==> src/rtl/edge_pkg.sv <==
`default_nettype none
// ============================================================================
// Module   : edge_pkg
// Purpose  : Shared types and helpers for the edge-list store.
//            - state_e: controller states (INIT, IDLE, SCAN, DRAIN)
//            - empty_code(): the reserved EMPTY slot code for a vertex width
//            - pack_edge/edge_hi/edge_lo: {va, vb} pack and unpack helpers
//            The helpers work on 32-bit containers (VW <= 16), and callers
//            size-cast the results down to their own widths.
// Revision : 1.0 - initial parametrised release
// ============================================================================
package edge_pkg;

  typedef enum logic [1:0] {
    ST_INIT  = 2'd0,
    ST_IDLE  = 2'd1,
    ST_SCAN  = 2'd2,
    ST_DRAIN = 2'd3
  } state_e;

  // All ones over 2*vw bits. This code reads as a self-loop, so append can
  // never produce it.
  function automatic logic [31:0] empty_code(input int vw);
    logic [31:0] r;
    r = '0;
    for (int i = 0; i < 32; i++) begin
      if (i < 2 * vw) r[i] = 1'b1;
    end
    return r;
  endfunction

  function automatic logic [31:0] pack_edge(input logic [15:0] va,
                                            input logic [15:0] vb,
                                            input int vw);
    return (32'(va) << vw) | 32'(vb);
  endfunction

  function automatic logic [15:0] edge_hi(input logic [31:0] e, input int vw);
    return 16'(e >> vw);
  endfunction

  function automatic logic [15:0] edge_lo(input logic [31:0] e, input int vw);
    return 16'(e & ((32'd1 << vw) - 32'd1));
  endfunction

endpackage
`default_nettype wire

==> src/rtl/edge_list_mem_if.sv <==
`default_nettype none
// ============================================================================
// Module   : edge_list_mem_if
// Purpose  : Bus bundle for edge_list_mem.
//            The bundle carries the random-access port (we/addr/wdata/rdata),
//            the append port (app_*), clear, the scan stream (scan_start,
//            e_*, scan_done) and status (busy, count).
//            - master: the user side, which drives the requests.
//            - slave:  the memory side.
// Revision : 1.0 - initial parametrised release
// ============================================================================
interface edge_list_mem_if #(
  parameter int VW    = 4,
  parameter int DEPTH = 128
);
  localparam int AW = $clog2(DEPTH);
  localparam int DW = 2 * VW;

  logic          we;
  logic [AW-1:0] addr;
  logic [DW-1:0] wdata;
  logic [DW-1:0] rdata;
  logic          app_valid;
  logic [VW-1:0] app_va;
  logic [VW-1:0] app_vb;
  logic          app_ready;
  logic          app_err;
  logic          clear;
  logic          scan_start;
  logic          e_valid;
  logic          e_ready;
  logic [VW-1:0] e_va;
  logic [VW-1:0] e_vb;
  logic [AW-1:0] e_idx;
  logic          scan_done;
  logic          busy;
  logic [AW:0]   count;

  modport master (
    output we, addr, wdata, app_valid, app_va, app_vb, clear, scan_start,
           e_ready,
    input  rdata, app_ready, app_err, e_valid, e_va, e_vb, e_idx, scan_done,
           busy, count
  );

  modport slave (
    input  we, addr, wdata, app_valid, app_va, app_vb, clear, scan_start,
           e_ready,
    output rdata, app_ready, app_err, e_valid, e_va, e_vb, e_idx, scan_done,
           busy, count
  );
endinterface
`default_nettype wire

==> src/rtl/edge_scan_ctrl.sv <==
`default_nettype none
// ============================================================================
// Module   : edge_scan_ctrl
// Purpose  : Skip-empty scan engine for edge_list_mem.
//            - Walks ptr over all slots and drives the e_* output register.
//            - Holds the output stable under back-pressure.
//            - Pulses scan_done once the last edge has been drained.
// Ports    : clk, rst       - clock, synchronous active-high reset
//            start          - load ptr=0 (scan accepted)
//            in_scan        - controller is in SCAN
//            in_drain       - controller is in DRAIN
//            ptr / word     - memory read address and the data at that address
//            e_*            - output stream; scan_done pulses at scan end
//            last           - slot DEPTH-1 examined this cycle
//            drain_ok       - DRAIN completes this cycle
// Revision : 1.0 - initial parametrised release
// ============================================================================
module edge_scan_ctrl
  import edge_pkg::*;
#(
  parameter int VW    = 4,
  parameter int DEPTH = 128
) (
  input  wire logic                     clk,
  input  wire logic                     rst,
  input  wire logic                     start,
  input  wire logic                     in_scan,
  input  wire logic                     in_drain,
  output logic [$clog2(DEPTH)-1:0]      ptr,
  input  wire logic [2*VW-1:0]          word,
  input  wire logic                     e_ready,
  output logic                          e_valid,
  output logic [VW-1:0]                 e_va,
  output logic [VW-1:0]                 e_vb,
  output logic [$clog2(DEPTH)-1:0]      e_idx,
  output logic                          scan_done,
  output logic                          last,
  output logic                          drain_ok
);
  localparam int AW = $clog2(DEPTH);
  localparam int DW = 2 * VW;
  localparam logic [DW-1:0] EMPTY    = DW'(empty_code(VW));
  localparam logic [AW-1:0] LAST_IDX = AW'(DEPTH - 1);

  logic [AW-1:0] ptr_q, ptr_d;
  logic          e_valid_q, e_valid_d;
  logic [VW-1:0] e_va_q, e_va_d, e_vb_q, e_vb_d;
  logic [AW-1:0] e_idx_q, e_idx_d;
  logic          scan_done_q, scan_done_d;
  logic          slot_free;

  // The output register can take a new value when it is empty or is being
  // consumed on this edge.
  assign slot_free = !e_valid_q || e_ready;

  always_comb begin
    ptr_d       = ptr_q;
    e_valid_d   = e_valid_q;
    e_va_d      = e_va_q;
    e_vb_d      = e_vb_q;
    e_idx_d     = e_idx_q;
    scan_done_d = 1'b0;
    last        = 1'b0;
    drain_ok    = 1'b0;
    if (start) begin
      ptr_d = '0;
    end
    if (in_scan && slot_free) begin
      if (word != EMPTY) begin
        e_valid_d = 1'b1;
        e_va_d    = VW'(edge_hi(32'(word), VW));
        e_vb_d    = VW'(edge_lo(32'(word), VW));
        e_idx_d   = ptr_q;
      end else begin
        e_valid_d = 1'b0;
      end
      ptr_d = ptr_q + AW'(1);
      last  = (ptr_q == LAST_IDX);
    end
    if (in_drain && slot_free) begin
      e_valid_d   = 1'b0;
      scan_done_d = 1'b1;
      drain_ok    = 1'b1;
    end
  end

  always_ff @(posedge clk) begin
    if (rst) begin
      ptr_q       <= '0;
      e_valid_q   <= 1'b0;
      e_va_q      <= '0;
      e_vb_q      <= '0;
      e_idx_q     <= '0;
      scan_done_q <= 1'b0;
    end else begin
      ptr_q       <= ptr_d;
      e_valid_q   <= e_valid_d;
      e_va_q      <= e_va_d;
      e_vb_q      <= e_vb_d;
      e_idx_q     <= e_idx_d;
      scan_done_q <= scan_done_d;
    end
  end

  assign ptr       = ptr_q;
  assign e_valid   = e_valid_q;
  assign e_va      = e_va_q;
  assign e_vb      = e_vb_q;
  assign e_idx     = e_idx_q;
  assign scan_done = scan_done_q;
endmodule
`default_nettype wire

==> src/rtl/edge_list_mem.sv <==
`default_nettype none
// ============================================================================
// Module   : edge_list_mem
// Purpose  : Parametrised edge-list store for the four-colour solver.
//            - Holds {va, vb} edge pairs; all-ones marks an EMPTY slot.
//            - Sequential clear/init writes EMPTY to every slot.
//            - Append port orders the two vertices and rejects self-loops.
//            - Skip-empty scan stream uses a valid/ready handshake.
// Ports    : clk, rst - clock, synchronous active-high reset
//            bus      - edge_list_mem_if.slave (RAM port, append, clear,
//                       scan stream, busy/count status)
// Revision : 1.0 - initial parametrised release
// ============================================================================
module edge_list_mem
  import edge_pkg::*;
#(
  parameter int VW    = 4,
  parameter int DEPTH = 128
) (
  input wire logic        clk,
  input wire logic        rst,
  edge_list_mem_if.slave  bus
);
  localparam int AW = $clog2(DEPTH);
  localparam int DW = 2 * VW;
  localparam logic [DW-1:0] EMPTY    = DW'(empty_code(VW));
  localparam logic [AW-1:0] LAST_IDX = AW'(DEPTH - 1);
  localparam logic [AW:0]   FULL_CNT = (AW + 1)'(DEPTH);

  state_e        state_q, state_d;
  logic [AW-1:0] init_ptr_q, init_ptr_d;
  logic [AW:0]   count_q, count_d;
  logic          app_err_q, app_err_d;
  logic [DW-1:0] mem_q [DEPTH];

  logic          mem_we;
  logic [AW-1:0] mem_waddr;
  logic [DW-1:0] mem_wdata;
  logic          app_ready;
  logic [VW-1:0] v_lo, v_hi;
  logic          scan_go, scan_last, drain_ok;
  logic [AW-1:0] scan_ptr;

  // Ready also drops while a higher-priority request is present, so an
  // append is never accepted in the same cycle as clear, scan_start or we.
  assign app_ready = (state_q == ST_IDLE) && !bus.we && !bus.clear &&
                     !bus.scan_start && (count_q < FULL_CNT);
  assign v_lo = (bus.app_va < bus.app_vb) ? bus.app_va : bus.app_vb;
  assign v_hi = (bus.app_va < bus.app_vb) ? bus.app_vb : bus.app_va;

  always_comb begin
    state_d    = state_q;
    init_ptr_d = init_ptr_q;
    count_d    = count_q;
    app_err_d  = 1'b0;
    mem_we     = 1'b0;
    mem_waddr  = bus.addr;
    mem_wdata  = bus.wdata;
    scan_go    = 1'b0;
    case (state_q)
      ST_INIT: begin
        mem_we    = 1'b1;
        mem_waddr = init_ptr_q;
        mem_wdata = EMPTY;
        if (init_ptr_q == LAST_IDX) begin
          init_ptr_d = '0;
          state_d    = ST_IDLE;
        end else begin
          init_ptr_d = init_ptr_q + AW'(1);
        end
      end
      ST_IDLE: begin
        if (bus.clear) begin
          state_d    = ST_INIT;
          init_ptr_d = '0;
          count_d    = '0;
        end else if (bus.scan_start) begin
          state_d = ST_SCAN;
          scan_go = 1'b1;
        end else if (bus.we) begin
          mem_we = 1'b1;
        end else if (bus.app_valid && app_ready) begin
          if (bus.app_va == bus.app_vb) begin
            app_err_d = 1'b1;
          end else begin
            mem_we    = 1'b1;
            mem_waddr = count_q[AW-1:0];
            mem_wdata = DW'(pack_edge(16'(v_lo), 16'(v_hi), VW));
            count_d   = count_q + (AW + 1)'(1);
          end
        end
      end
      ST_SCAN: begin
        if (scan_last) state_d = ST_DRAIN;
      end
      ST_DRAIN: begin
        if (drain_ok) state_d = ST_IDLE;
      end
      default: state_d = ST_INIT;
    endcase
  end

  always_ff @(posedge clk) begin
    if (rst) begin
      state_q    <= ST_INIT;
      init_ptr_q <= '0;
      count_q    <= '0;
      app_err_q  <= 1'b0;
    end else begin
      state_q    <= state_d;
      init_ptr_q <= init_ptr_d;
      count_q    <= count_d;
      app_err_q  <= app_err_d;
    end
  end

  // The storage array has no reset of its own; INIT rewrites every slot.
  always_ff @(posedge clk) begin
    if (!rst && mem_we) mem_q[mem_waddr] <= mem_wdata;
  end

  edge_scan_ctrl #(
    .VW    (VW),
    .DEPTH (DEPTH)
  ) u_scan (
    .clk       (clk),
    .rst       (rst),
    .start     (scan_go),
    .in_scan   (state_q == ST_SCAN),
    .in_drain  (state_q == ST_DRAIN),
    .ptr       (scan_ptr),
    .word      (mem_q[scan_ptr]),
    .e_ready   (bus.e_ready),
    .e_valid   (bus.e_valid),
    .e_va      (bus.e_va),
    .e_vb      (bus.e_vb),
    .e_idx     (bus.e_idx),
    .scan_done (bus.scan_done),
    .last      (scan_last),
    .drain_ok  (drain_ok)
  );

  assign bus.rdata     = mem_q[bus.addr];
  assign bus.app_ready = app_ready;
  assign bus.app_err   = app_err_q;
  assign bus.busy      = (state_q != ST_IDLE);
  assign bus.count     = count_q;
endmodule
`default_nettype wire

==> src/flat_wrapper.sv <==
// flat-port wrapper written by rule: the top's interface ports become plain ports
module edge_list_mem_flat import edge_pkg::*;
#(
  parameter int VW    = 4,
  parameter int DEPTH = 128
)
  (clk, rst, bus_we, bus_addr, bus_wdata, bus_app_valid, bus_app_va, bus_app_vb, bus_clear, bus_scan_start, bus_e_ready, bus_rdata, bus_app_ready, bus_app_err, bus_e_valid, bus_e_va, bus_e_vb, bus_e_idx, bus_scan_done, bus_busy, bus_count);
  edge_list_mem_if #(.VW(VW), .DEPTH(DEPTH)) bus_i ();
  input wire logic clk;
  input wire logic rst;
  input wire logic [$bits(bus_i.we)-1:0] bus_we;
  input wire logic [$bits(bus_i.addr)-1:0] bus_addr;
  input wire logic [$bits(bus_i.wdata)-1:0] bus_wdata;
  input wire logic [$bits(bus_i.app_valid)-1:0] bus_app_valid;
  input wire logic [$bits(bus_i.app_va)-1:0] bus_app_va;
  input wire logic [$bits(bus_i.app_vb)-1:0] bus_app_vb;
  input wire logic [$bits(bus_i.clear)-1:0] bus_clear;
  input wire logic [$bits(bus_i.scan_start)-1:0] bus_scan_start;
  input wire logic [$bits(bus_i.e_ready)-1:0] bus_e_ready;
  output wire logic [$bits(bus_i.rdata)-1:0] bus_rdata;
  output wire logic [$bits(bus_i.app_ready)-1:0] bus_app_ready;
  output wire logic [$bits(bus_i.app_err)-1:0] bus_app_err;
  output wire logic [$bits(bus_i.e_valid)-1:0] bus_e_valid;
  output wire logic [$bits(bus_i.e_va)-1:0] bus_e_va;
  output wire logic [$bits(bus_i.e_vb)-1:0] bus_e_vb;
  output wire logic [$bits(bus_i.e_idx)-1:0] bus_e_idx;
  output wire logic [$bits(bus_i.scan_done)-1:0] bus_scan_done;
  output wire logic [$bits(bus_i.busy)-1:0] bus_busy;
  output wire logic [$bits(bus_i.count)-1:0] bus_count;
  assign bus_i.we = bus_we;
  assign bus_i.addr = bus_addr;
  assign bus_i.wdata = bus_wdata;
  assign bus_i.app_valid = bus_app_valid;
  assign bus_i.app_va = bus_app_va;
  assign bus_i.app_vb = bus_app_vb;
  assign bus_i.clear = bus_clear;
  assign bus_i.scan_start = bus_scan_start;
  assign bus_i.e_ready = bus_e_ready;
  assign bus_rdata = bus_i.rdata;
  assign bus_app_ready = bus_i.app_ready;
  assign bus_app_err = bus_i.app_err;
  assign bus_e_valid = bus_i.e_valid;
  assign bus_e_va = bus_i.e_va;
  assign bus_e_vb = bus_i.e_vb;
  assign bus_e_idx = bus_i.e_idx;
  assign bus_scan_done = bus_i.scan_done;
  assign bus_busy = bus_i.busy;
  assign bus_count = bus_i.count;
  edge_list_mem #(.VW(VW), .DEPTH(DEPTH)) u_core (.clk(clk), .rst(rst), .bus(bus_i));
endmodule
==> config.mk <==
export PLATFORM = sky130hd
export DESIGN_NAME = edge_list_mem_flat
export DESIGN_NICKNAME = d
export VERILOG_FILES = /design/src/rtl/edge_pkg.sv /design/src/rtl/edge_list_mem_if.sv /design/src/rtl/edge_scan_ctrl.sv /design/src/rtl/edge_list_mem.sv /design/src/flat_wrapper.sv
export SDC_FILE = /design/constraint.sdc
export NUM_CORES = 1
export LEC_CHECK = 0
export CELL_PAD_IN_SITES_DETAIL_PLACEMENT = 1
export CELL_PAD_IN_SITES_GLOBAL_PLACEMENT = 1
export CORE_MARGIN = 1
export CORE_UTILIZATION = 50
export DETAILED_ROUTE_END_ITERATION = 12
export GPL_TIMING_DRIVEN = 1
export PLACE_DENSITY_LB_ADDON = 0.1
export REMOVE_ABC_BUFFERS = 1
export SETUP_SLACK_MARGIN = 0.5
export SYNTH_ARGS = -nofsm -noshare
export SYNTH_HDL_FRONTEND = slang
export SYNTH_SLANG_ARGS = --single-unit
==> constraint.sdc <==
create_clock -name clk -period 16.1 [get_ports clk]
set_input_delay 3.22 -clock clk [delete_from_list [all_inputs] [get_ports clk]]
set_output_delay 3.22 -clock clk [all_outputs]
set_load 0.01 [all_outputs]
**Word-level counts from Yosys, hierarchy flattened**

Memory sizes are Yosys's and may differ from the RTL's. A register that Yosys moved wholly into a read port is not among the register bits.
Cells that the tools add are included.

- Register bits: 42
- Bits in writable memories: 1024
- Bits of input ports: 30
- Output and inout bits: 36
- Logic and storage cells: 106
- Memories: 1

Memories:

| memory | words | bits a word | rd ports | clocked after Yosys merged registers in | write ports | RTL line | RTL |
|---|---|---|---|---|---|---|---|
| u_core.mem_q | 128 | 8 | 2 | 1 | 1 | edge_list_mem.sv:34 | `logic [DW-1:0] mem_q [DEPTH];` |

- $add $sub $neg: 3
- Magnitude comparators: 2
- Equality and inequality tests: 16
- Mux-type cells: 47
- Bitwise logic cells: 3
- Reductions and logical operators: 24

Operators with widths:

| kind | number |
|---|---|
| 2-to-1 mux 8 bit | 10 |
| 2-to-1 mux 7 bit | 11 |
| one-hot mux 7 bit (2 select lines) | 2 |
| one-hot mux 8 bit (2 select lines) | 1 |
| adder 7 x 1 -> 7 bit (second input constant) | 2 |
| equality test 7 bit (second input constant) | 2 |
| 2-to-1 mux 1 bit | 14 |
| 2-to-1 mux 2 bit | 5 |
| != test 2 x 1 -> 1 bit (second input constant) | 5 |
| adder 8 x 1 -> 8 bit (second input constant) | 1 |
| logical AND 1 bit | 8 |
| less-than comparator 8 bit (second input constant) | 1 |
| 2-to-1 mux 4 bit | 2 |
| != test 8 bit (second input constant) | 1 |
| OR 8 x 4 -> 8 bit | 1 |
| one-hot mux 2 bit (4 select lines) | 1 |
| != test 2 bit (second input constant) | 3 |
| nonzero test 2 bit | 3 |
| OR reduction 6 bit | 1 |
| zero test 1 bit | 5 |
| AND reduction 5 bit | 1 |
| equality test 2 bit (second input constant) | 2 |
| equality test 4 bit | 1 |
| less-than comparator 4 bit | 1 |
| other kinds (9) | 11 |

**Longest topological paths before layout**

- Depth after elaboration: 14
- Gate-level depth with buffers: 15
- Mapped depth without buffers: 10

**Modules after synthesis**

Synthesis repeated with hierarchy kept, for this count alone.

- Cells, all modules: 2371
- Area total of the unflattened synthesis: 50257.0 um^2

By module, submodules not included:

| module | instances | cells each | area an instance (um^2) | sequential area each (um^2) |
|---|---|---|---|---|
| edge_list_mem | 1 | 2269 | 49257.2 | 31109.8 |
| edge_scan_ctrl | 1 | 102 | 999.7 | 480.5 |

**Least setup slack after synthesis**

OpenSTA, ideal clock, no wires.

- Kind: input to output
- From: input bus_addr[0]
- To: output bus_rdata[0]
- Arrival time: 5.970 ns
- Data required time: 12.880 ns
- Slack: 6.910 ns
- Cell stages on the path: 7
- Buffers on the path: 3
- Path through: clkbuf_1 -> buf_2 -> buf_1 -> mux4_2 -> mux4_2 -> mux4_2 -> mux2_2

- Longest elaborated chain between the ends: 1

RTL lines:

| item | RTL line | RTL |
|---|---|---|
| start: declaration | flat_wrapper.sv:12 | `input wire logic [$bits(bus_i.addr)-1:0] bus_addr;` |
| memory (128 x 8 bit) | n/a |  |
| end: declaration | flat_wrapper.sv:20 | `output wire logic [$bits(bus_i.rdata)-1:0] bus_rdata;` |

No other way between the ends.

**Final worst setup path**

- From: input bus_addr[1]
- To: output bus_rdata[5]

Same word-level chain as after synthesis.

==> impl_metrics.tcl <==
set metrics [dict create \
    post-dp-hpwl_um 107000 \
    clock-skew-final_ns 0.0237 \
    wl_per_cell_um 40.3 \
    rr_startpoint "u_core.state_q[1]" \
    startpoint "bus_addr[1]" \
    cp.depth 7 \
    critical_path.cell_chain "buf_8 -> buf_4 -> mux4_2 -> mux4_2 -> mux4_2 -> mux2_2 -> clkdlybuf4s50_1" \
    endpoint "bus_rdata[5]" \
    rsz0062_at_grt "false" \
    path_clk_slew_ns 0.06 \
    cts.sinks 1073 \
    io_pins 66 \
    fin_ws_ns 5.45 \
    nFillCells 8726 \
    ys_seq_area_share_pct 61.8 \
    crit_family "buffers and inverters" \
    r2r_slack_ns 10.18 \
    drv_slew 0 \
    p_clk_share_pct 46.7 \
    cp-end-kind "output port" \
    yosysUniqueCellTypes 85 \
    cts_tree "built" \
    drtIter0Drc 4295 \
    area.growth.synth_to_final_pct 10.9 \
    synth_top_area_share_pct 59.9 \
    path_buf_inv 3 \
    hold_class "register to register" \
    die_w_um 322 \
    cp_slowest_cell "buf_4" \
    syn_inst 2650 \
    comb_power_share_pct 2.5 \
    ant_nets 0 \
    final_area_um2 56900 \
    place_ws_ns 5.52 \
    initial_utilization_pct 50.5 \
    max-slew-margin-rel_pct 3.25 \
    max_slew.worst_pin.slew_ns 1.45 \
    rows 117 \
    via_per_inst 7.21 \
    drc 0 \
    h-tree-depth 3 \
    gp_congestion 0.878 \
    start_kind "input pin" \
    hold_slack_ns 0.451 \
    fp.dieH_um 322 \
    grt_usage_pct 32.7 \
    wl_um 168000 \
    r2r_cells 10 \
    cap_violations 0 \
    grt_max_degree 122 \
    coreArea_um2 102000 \
    vdd_drop_max_mv 0.0912 \
    place_area_um2 53000 \
    min_period_ns 10.65 \
    netlist_top_cells_area "edfxtp_1 (60%), mux4_2 (21%), mux4_1 (4.0%)" \
    finalCritPeriodShare_pct 66.2 \
    pwr-share-seq_pct 50.8 \
    p_leak_nw 20.3 \
    post_cts_resized 0 \
    port-buffer-count 65 \
    ys_ff_latch 1073 \
    path_max_fanout 104 \
    p_int_mw 4.72 \
    timing.fmax_mhz 93.9 \
    p_sw_mw 1.22 \
    drive_above_1_share_pct 28.5 \
    grt_overflow 0 \
    clk_latency_ns 0.71 \
    critPathKind "input pin to output port" \
    swShare_pct 20.5 \
    ctsHoldBuffers 0 \
    synth-edff-count 1024 \
    grt_pass1_vias 30100 \
    outcome "completed" \
    cts.path.max_buffers 3 \
    powerDensity_nw_per_um2 104 \
    utilization_pct 56.0 \
    slowest_delay_ns 0.96 \
    yosys.area.top_type "edfxtp_1" \
    setup_violations 0 \
    firstDrtPassIters 5 \
    antenna_found_initial 8 \
    cts_buffers 112 \
    synthArstFlopShare_pct 0 \
    ctsRootBufferMaster "clkbuf_16" \
    grt_pass1_wl_um 235000 \
    cts_setup_buffers 0 \
    mostFrequentLayoutCells "edfxtp_1 (1024), mux4_2 (476), nor2_1 (179), clkbuf_16 (114), mux2i_1 (106)" \
    cp_common_cell "mux4_2" \
    crit_arrival_ns 7.43 \
    syn-cell-area_um2 51300 \
    die-area_um2 104000 \
    setup_tns_ns 0 \
    synth_top_flop_cell "edfxtp_1" \
    ys_warn_count 0 \
    final_common_cell "edfxtp_1" \
    nNetsFinal 2745 \
    hold_violations 0 \
    via_count 30100 \
    synth_area_per_cell_um2 19.4 \
    critPathRequiredTime_ns 12.88 \
    timing.rr.end "u_core.mem_q[69][4]" \
]
metrics by stage:
stage,std cells,total power [mW]
after floorplan,2454,3.13
after global placement,3955,3.22
final,4166,5.94
after global routing,4164,6.05
after CTS,4163,5.96
after detailed placement,3955,3.22
how the worst min path moves through the flow:
stage	from	endpoint	slack [ns]	depth (start not counted)
after floorplan	u_core.init_ptr_q[6]	u_core.init_ptr_q[6]	0.46	2
after detailed placement	u_core.u_scan.e_va[1]	u_core.u_scan.e_va[1]	0.45	2
after CTS	u_core.u_scan.e_va[1]	u_core.u_scan.e_va[1]	0.46	2
after global placement	u_core.u_scan.e_va[3]	u_core.u_scan.e_va[3]	0.44	2
after global routing	u_core.u_scan.e_va[1]	u_core.u_scan.e_va[1]	0.49	2
final	u_core.u_scan.e_va[1]	u_core.u_scan.e_va[1]	0.45	2
registers in the layout, summed over array words and instances, names as in the netlist, named ones only:
signal / count
u_core.mem_q: 1024
u_core.bus.count: 8
u_core.u_scan.e_vb: 4
u_core.bus.app_err: 1
u_core.init_ptr_q: 7
u_core.u_scan.scan_done: 1
u_core.u_scan.e_valid: 1
u_core.u_scan.ptr: 7
u_core.state_q: 2
u_core.u_scan.e_va: 4
u_core.u_scan.e_idx: 7
power groups by stage:
stage               registers (mW)  clock network, mW  logic [mW]
CTS                           3.02               2.80       0.146
global placement              3.07                  0       0.144
floorplan                     3.07                  0      0.0579
detailed placement            3.07                  0       0.146
finish                        3.02               2.77       0.146
global route                  3.01               2.88       0.152
per-layer routing:
layer,wire length [um],part of all wire [%],up-vias,GRT usage (%)
met3,16000,9.5,346,5.74
met4,6650,4.0,8,12.6
met5,57,0.034,-,0
met2,78100,46,1850,50.1
met1,67200,40,16300,47.1
li1,-,-,11600,-
cells by family (layout without fill, tap and decap cells):
group | Yosys count | count (layout) | share of synthesized area [%]
other | 0 | 2 | 0
muxes | 688 | 688 | 27.7
AOI/OAI and AO/OA | 247 | 247 | 3.61
xor gates and xnor gates | 10 | 10 | 0.171
adders and majority gates | 13 | 13 | 0.317
buffers and inverters | 214 | 360 | 2.65
DFF | 1073 | 1073 | 61.8
and+or+nand+nor | 405 | 405 | 3.78
synth_stat cells, types with 5 or more instances:
cell         n
edfxtp_1  1024
mux4_2     476
nor2_1     181
mux2i_1    106
nand2_1     91
mux4_1      79
clkbuf_1    76
dfxtp_1     49
nand3_1     37
a22oi_1     36
o21ai_0     35
buf_1       28
buf_2       26
o211ai_1    26
a221oi_1    25
a21oi_1     24
mux2_2      24
buf_6       23
buf_4       22
o221ai_1    22
inv_1       17
ha_1        13
nand4_1     13
buf_12      11
o21a_1       9
nand2b_1     8
nor2b_1      8
o21ai_1      8
a31oi_1      7
a32oi_1      7
and3_1       7
nor3_1       7
or4b_1       7
xor2_1       7
a211oi_1     6
and2_1       6
clkbuf_8     5
o22a_1       5
o22ai_1      5
area by class of cell:
class                      instances  area [um^2]  share of cell area, %
timing repair buffer             134         1210                   2.13
inverter                          18         67.6                  0.119
clock buffer                     130         2960                   5.20
clock inverter                    78          953                   1.67
multi-input combinational       1363        18300                   32.1
antenna                            2         5.00                0.00879
tap                             1368         1710                   3.01
sequential                      1073        31700                   55.8
tightest hold or removal path, cell delays in order (launching register included):
cell and delay (ns):
dfxtp_1 0.31, nand2_1 0.05, o21ai_1 0.05
Note: power is estimated with default switching activity, not from simulation.
